--- src/rtl/jt49_pkg.sv ---
// Shared constants for the PSG bus controller: register indices, AY bus codes
// and the per-register write-mask table.
package jt49_pkg;

    localparam int NUM_REGS = 16;

    localparam logic [3:0] R_NOISE     = 4'd6;
    localparam logic [3:0] R_MIX       = 4'd7;
    localparam logic [3:0] R_ENV_SHAPE = 4'd13;

    // {bdir, bc1}
    localparam logic [1:0] BUS_IDLE  = 2'b00;
    localparam logic [1:0] BUS_READ  = 2'b01;
    localparam logic [1:0] BUS_WRITE = 2'b10;
    localparam logic [1:0] BUS_LATCH = 2'b11;

    // Bits that physically exist in each register; the rest read back as 0.
    function automatic logic [7:0] reg_mask(input logic [3:0] idx);
        logic [7:0] m;
        case (idx)
            4'd1, 4'd3, 4'd5, 4'd13: m = 8'h0F;
            4'd6, 4'd8, 4'd9, 4'd10: m = 8'h1F;
            default:                 m = 8'hFF;
        endcase
        return m;
    endfunction

endpackage

--- src/rtl/jt49_cen_gen.sv ---
// Datapath clock-enable generator: free-running 4-bit counter, cen every 8 or
// 16 clocks, with the rate select only taking effect at counter wrap.
module jt49_cen_gen (
    input  logic clk,
    input  logic rst_n,
    input  logic sel,
    output logic cen
);
    logic [3:0] cnt_reg;
    logic       mode_reg;
    logic       wrap;

    assign wrap = (cnt_reg == 4'hF);

    // mode_reg starts in the 8-clk rate so the first period after reset is
    // never longer than a full wrap; sel is then adopted at each wrap.
    always_ff @(posedge clk or negedge rst_n) begin
        if (!rst_n) begin
            cnt_reg  <= 4'h0;
            mode_reg <= 1'b1;
        end else begin
            cnt_reg <= cnt_reg + 4'd1;
            if (wrap) begin
                mode_reg <= sel;
            end
        end
    end

    assign cen = mode_reg ? (cnt_reg[2:0] == 3'h7) : wrap;

endmodule

--- src/rtl/jt49_bus_ctrl.sv ---
// AY-3-8910 style bus front end: BDIR/BC1 decode, masked 16-entry register
// file, registered read port, datapath pacing and control strobes.
module jt49_bus_ctrl
    import jt49_pkg::*;
#(
    parameter logic [3:0] CHIP_ADDR = 4'd0,
    parameter logic [7:0] RESET_MIX = 8'hFF
) (
    input  logic         clk,
    input  logic         rst_n,
    input  logic         bdir,
    input  logic         bc1,
    input  logic [7:0]   din,
    input  logic         sel,
    output logic [7:0]   dout,
    output logic         cen,
    output logic [4:0]   noise_period,
    output logic [2:0]   tone_en_n,
    output logic [2:0]   noise_en_n,
    output logic         env_restart,
    output logic [127:0] regs_flat
);
    logic [1:0] bus_code;
    logic       is_read;
    logic       is_write;
    logic       is_latch;

    logic [3:0] addr_reg;
    logic       chip_sel_reg;
    logic       write_prev_reg;
    logic       commit_next;

    logic [7:0] regs_q [NUM_REGS];
    logic [7:0] dout_reg;
    logic [7:0] dout_next;
    logic [4:0] noise_reg;
    logic       env_reg;

    assign bus_code = {bdir, bc1};

    always_comb begin
        is_read  = 1'b0;
        is_write = 1'b0;
        is_latch = 1'b0;
        case (bus_code)
            BUS_IDLE:  ;
            BUS_READ:  is_read  = 1'b1;
            BUS_WRITE: is_write = 1'b1;
            BUS_LATCH: is_latch = 1'b1;
        endcase
    end

    // write_prev_reg resets high so a WRITE still held across reset release
    // is not mistaken for a fresh entry edge.
    always_ff @(posedge clk or negedge rst_n) begin
        if (!rst_n) begin
            addr_reg       <= 4'h0;
            chip_sel_reg   <= 1'b1;
            write_prev_reg <= 1'b1;
        end else begin
            write_prev_reg <= is_write;
            if (is_latch) begin
                addr_reg     <= din[3:0];
                chip_sel_reg <= (din[7:4] == CHIP_ADDR);
            end
        end
    end

    assign commit_next = is_write && !write_prev_reg && chip_sel_reg;

    genvar gi;
    generate
        for (gi = 0; gi < NUM_REGS; gi++) begin : g_reg
            localparam logic [3:0] IDX  = 4'(gi);
            localparam logic [7:0] MASK = reg_mask(IDX);
            localparam logic [7:0] INIT = (IDX == R_MIX) ? RESET_MIX : 8'h00;

            logic [7:0] val_reg;

            always_ff @(posedge clk or negedge rst_n) begin
                if (!rst_n) begin
                    val_reg <= INIT;
                end else if (commit_next && (addr_reg == IDX)) begin
                    val_reg <= din & MASK;
                end
            end

            assign regs_q[gi]            = val_reg;
            assign regs_flat[gi*8 +: 8]  = val_reg;
        end
    endgenerate

    assign dout_next = (is_read && chip_sel_reg) ? regs_q[addr_reg] : 8'hFF;

    jt49_cen_gen u_cen_gen (
        .clk   (clk),
        .rst_n (rst_n),
        .sel   (sel),
        .cen   (cen)
    );

    // The noise shadow samples R6 on cen cycles only, so a commit landing on a
    // cen cycle is picked up by the following cen.
    always_ff @(posedge clk or negedge rst_n) begin
        if (!rst_n) begin
            dout_reg  <= 8'hFF;
            noise_reg <= 5'h00;
            env_reg   <= 1'b0;
        end else begin
            dout_reg <= dout_next;
            env_reg  <= commit_next && (addr_reg == R_ENV_SHAPE);
            if (cen) begin
                noise_reg <= regs_q[R_NOISE][4:0];
            end
        end
    end

    assign dout         = dout_reg;
    assign noise_period = noise_reg;
    assign env_restart  = env_reg;
    assign tone_en_n    = regs_q[R_MIX][2:0];
    assign noise_en_n   = regs_q[R_MIX][5:3];

endmodule

--- config.mk ---
export PLATFORM = sky130hd
export DESIGN_NAME = jt49_bus_ctrl
export DESIGN_NICKNAME = d
export VERILOG_FILES = /design/src/rtl/jt49_pkg.sv /design/src/rtl/jt49_cen_gen.sv /design/src/rtl/jt49_bus_ctrl.sv
export SDC_FILE = /design/constraint.sdc
export NUM_CORES = 1
export LEC_CHECK = 0
export ABC_AREA = 1
export CORE_MARGIN = 5
export CORE_UTILIZATION = 40
export DETAILED_ROUTE_END_ITERATION = 8
export PLACE_DENSITY = 0.71
export SYNTH_ARGS = -nofsm -noshare
export SYNTH_HDL_FRONTEND = slang
export SYNTH_SLANG_ARGS = --single-unit
--- constraint.sdc ---
create_clock -name clk -period 1.5 [get_ports clk]
set_input_delay 0.225 -clock clk [delete_from_list [all_inputs] [get_ports clk]]
set_output_delay 0.225 -clock clk [all_outputs]
set_load 0.05 [all_outputs]
==> flow_summary.yaml <==
yosys:
  ys.warnings.count: 0
  netlist_instances: 737
  yosysSeqAreaShare_pct: 52.25
  synth.area.mux_share_pct: 0
  yosys.area_share.adder_pct: 0.4149
  synth-compound-area-share_pct: 10.77
  syn_area_per_cell_um2: 8.185
  syn_area_mm2: 0.006032
  yosysUniqueCellTypes: 32
  synth_xor_area_share_pct: 0.1452
  synth_top_family_by_area: "simple AND/OR/NAND/NOR gates"
  yosysTopAreaCell: "dfrtp_1"
  synth_top_area_share_pct: 43.97
  synth_area_leaders: "dfrtp_1 44%, nand2_1 16%, dfstp_2 8.3%"
  synth_simple_gate_area_share_pct: 26.16
  ys_seq_elements: 125
final_layout:
  fillers: 906
  drive_above_1_share_pct: 46.70
  multi_input_area_mm2: 0.003228
  diodes: 0
  post-route-util_pct: 74.21
  synthToLayoutAreaGrowth_pct: 80.17
  fin_nets: 957
  seqCellArea_mm2: 0.003156
  final_cell_area_mm2: 0.01087
  largest_register_ffs: 100
timing:
  fmax_mhz: 574.8
  worst_pin_slew_ps: 868.7
  slew_headroom_pct: 42.02
  grt_setup_unrepaired: "true"
  hold_viol: 0
  finalSetupViolCount: 83
  fin_crit_sh_pct: 116.0
  period_needed_ps: 1740
  worst_slack_ps: -239.6
  slew_viol_final: 0
  hold_slack_ps: 267.0
  finClkSkew_ps: 8.504
  setup_tns_ps: -5477
route:
  vias_per_cell: 5.488
  ant_nets: 0
  drcViolationCount: 0
  wl_per_cell_um: 20.06
  drt_wl_total_um: 22850
  first_iter_violations: 601
  num_vias: 6251
  drtPass1Iterations: 7
placed_design:
  io_buffers: 133
  pre_cts_slack_ps: -412.0
  hpwlAfterDp_um: 13570
  placed_cell_area_mm2: 0.008919
  gp_congestion: 0.8600
setup_path:
  cp_top_family: "flip-flops"
  cp_num_buf_inv: 1
  crit_chain: "ha_4 -> ha_4 -> nor2_4 -> nor2_4 -> buf_8"
  crit_path_max_fanout: 2
  worstSetupStartpointType: "flop"
  arrival_ps: 1510
  path_class: "flop to primary output"
  endpoint_kind: "primary output"
  critPathSlowestCell: "dfrtp_1"
  slowest_delay_ps: 410
  required_ps: 1270
cts:
  htree_levels: 4
  insertion_delay_ps: 430
  cts_sinks: 125
  root_buffer: "clkbuf_16"
  numCtsBuffers: 17
  cts.clk_slew.worst_paths_ps: 50
  cts_tree: "done"
  cts_max_path_buffers: 2
global_route:
  grt_pass1_wl_um: 31130
  grt_use_total_pct: 22.54
  antenna_found_initial: 0
  grt_pass1_vias: 5798
  grt-ovfl-total: 0
  grt_max_degree: 46
die:
  rows: 44
  dieWidth_um: 132.8
  coreArea_mm2: 0.01464
  ios: 162
  initial_core_util_pct: 41.19
  fp.dieH_um: 132.8
  die_area_mm2: 0.01764
power_and_ir_drop:
  p_leak_nw: 5.145
  power_density_mw_per_mm2: 984.7
  peakVddDrop_mv: 0.7852
outcome:
  status: "finished with violations"
  violations: "setup timing"
worst_hold_path:
  hold_class: "primary input to async pin"
flow_run:
  maxCapViolCount: 0
## layer usage
metal | global-route usage (%) | share of wire, % | up-vias
met5 | 0 | 0 | -
met4 | 8.834 | 4.7 | 0
met3 | 5.087 | 7.7 | 110
met2 | 37.58 | 51 | 382
met1 | 28.51 | 37 | 3032
li1 | - | - | 2727
## cell type report
| cell class | count | area share, % |
|---|---|---|
| clock buffer | 26 | 4.686 |
| inverter | 52 | 2.141 |
| sequential | 125 | 29.04 |
| timing repair buffer | 216 | 31.35 |
| tap | 184 | 2.118 |
| clock inverter | 6 | 0.9671 |
| multi-input combinational | 530 | 29.70 |
## synth_stat cells, drive strengths merged
cell type / number
o21ai: 98
ha: 2
nand3: 30
dfrtp: 106
nor3: 2
dfstp: 19
a21oi: 23
o22ai: 2
nor2: 62
buf: 51
o41ai: 1
xnor2: 1
conb: 1
inv: 51
clkbuf: 12
o211ai: 3
nand2: 268
clkinv: 1
nand4: 4
## final timing paths
path                            slack (ps)                            from  cells after the start                                to
min in group clk                       360                             sel                      3    u_cen_gen.mode_reg$_DFFE_PN1P_
worst max register to register        -150        chip_sel_reg$_DFFE_PN1N_                      8  g_reg[14].val_reg[6]$_DFFE_PN0P_
worst max-delay path                  -240  u_cen_gen.cnt_reg[0]$_DFF_PN0_                      5                               cen
worst min register to register         480     noise_period[3]$_DFFE_PN0P_                      2       noise_period[3]$_DFFE_PN0P_
max in group asynchronous              620                           rst_n                      3    u_cen_gen.mode_reg$_DFFE_PN1P_
worst min-delay path                   270                           rst_n                      2   g_reg[2].val_reg[6]$_DFFE_PN0P_
## stage by stage
step	power, mW	instances
finish	10.70	1139
global route	11.00	1139
CTS	10.37	1119
detailed placement	6.046	1072
global placement	6.018	1072
floorplan	4.990	764
## cell families after synthesis
logic type,after synthesis
other,1
adders and majority gates,2
DFF,125
and+or+nand+nor,366
xor gates and xnor gates,1
AOI/OAI and AO/OA,127
buffers and inverters,115
## cell usage in the layout, fill, tap and decap left out, types with 5 or more instances in the layout
cell,n
clkbuf_8,5
clkdlybuf4s50_1,11
nand4_4,6
nor2_2,13
nand2_2,53
clkbuf_16,22
dfrtp_1,103
buf_12,127
nor2_1,17
nor2_4,30
o21ai_2,32
nand2_1,195
inv_1,44
buf_6,13
dfstp_2,19
nand2_4,19
buf_4,55
conb_1,28
a21oi_2,18
a21oi_1,5
o21ai_0,23
nand3_1,27
o21ai_1,43
## power breakdown
group / leakage (nW) / internal, mW / total, mW / switching (mW)
Clock: 0.304 / 2.82 / 4.27 / 1.45
Combinational: 3.30 / 1.02 / 2.61 / 1.59
Sequential: 1.54 / 3.55 / 3.82 / 0.272
## timing repair
item	4_1_cts	5_1_grt
gates cloned	2	9
pin swaps	12	51
gates resized for setup	77	248
setup endpoints to repair	101	105
hold buffers	1	0
endpoints found under the hold margin	15	0
buffers inserted	12	14
## worst reg2reg max path, stage by stage, from the launching register on
cell,delay (ps)
dfstp_2,540
inv_2,40
nor2_4,130
nand2_8,110
buf_6,150
nor3_4,240
buf_12,190
buf_6,100
o21ai_2,50
Note: power is estimated with default switching activity, not from simulation.
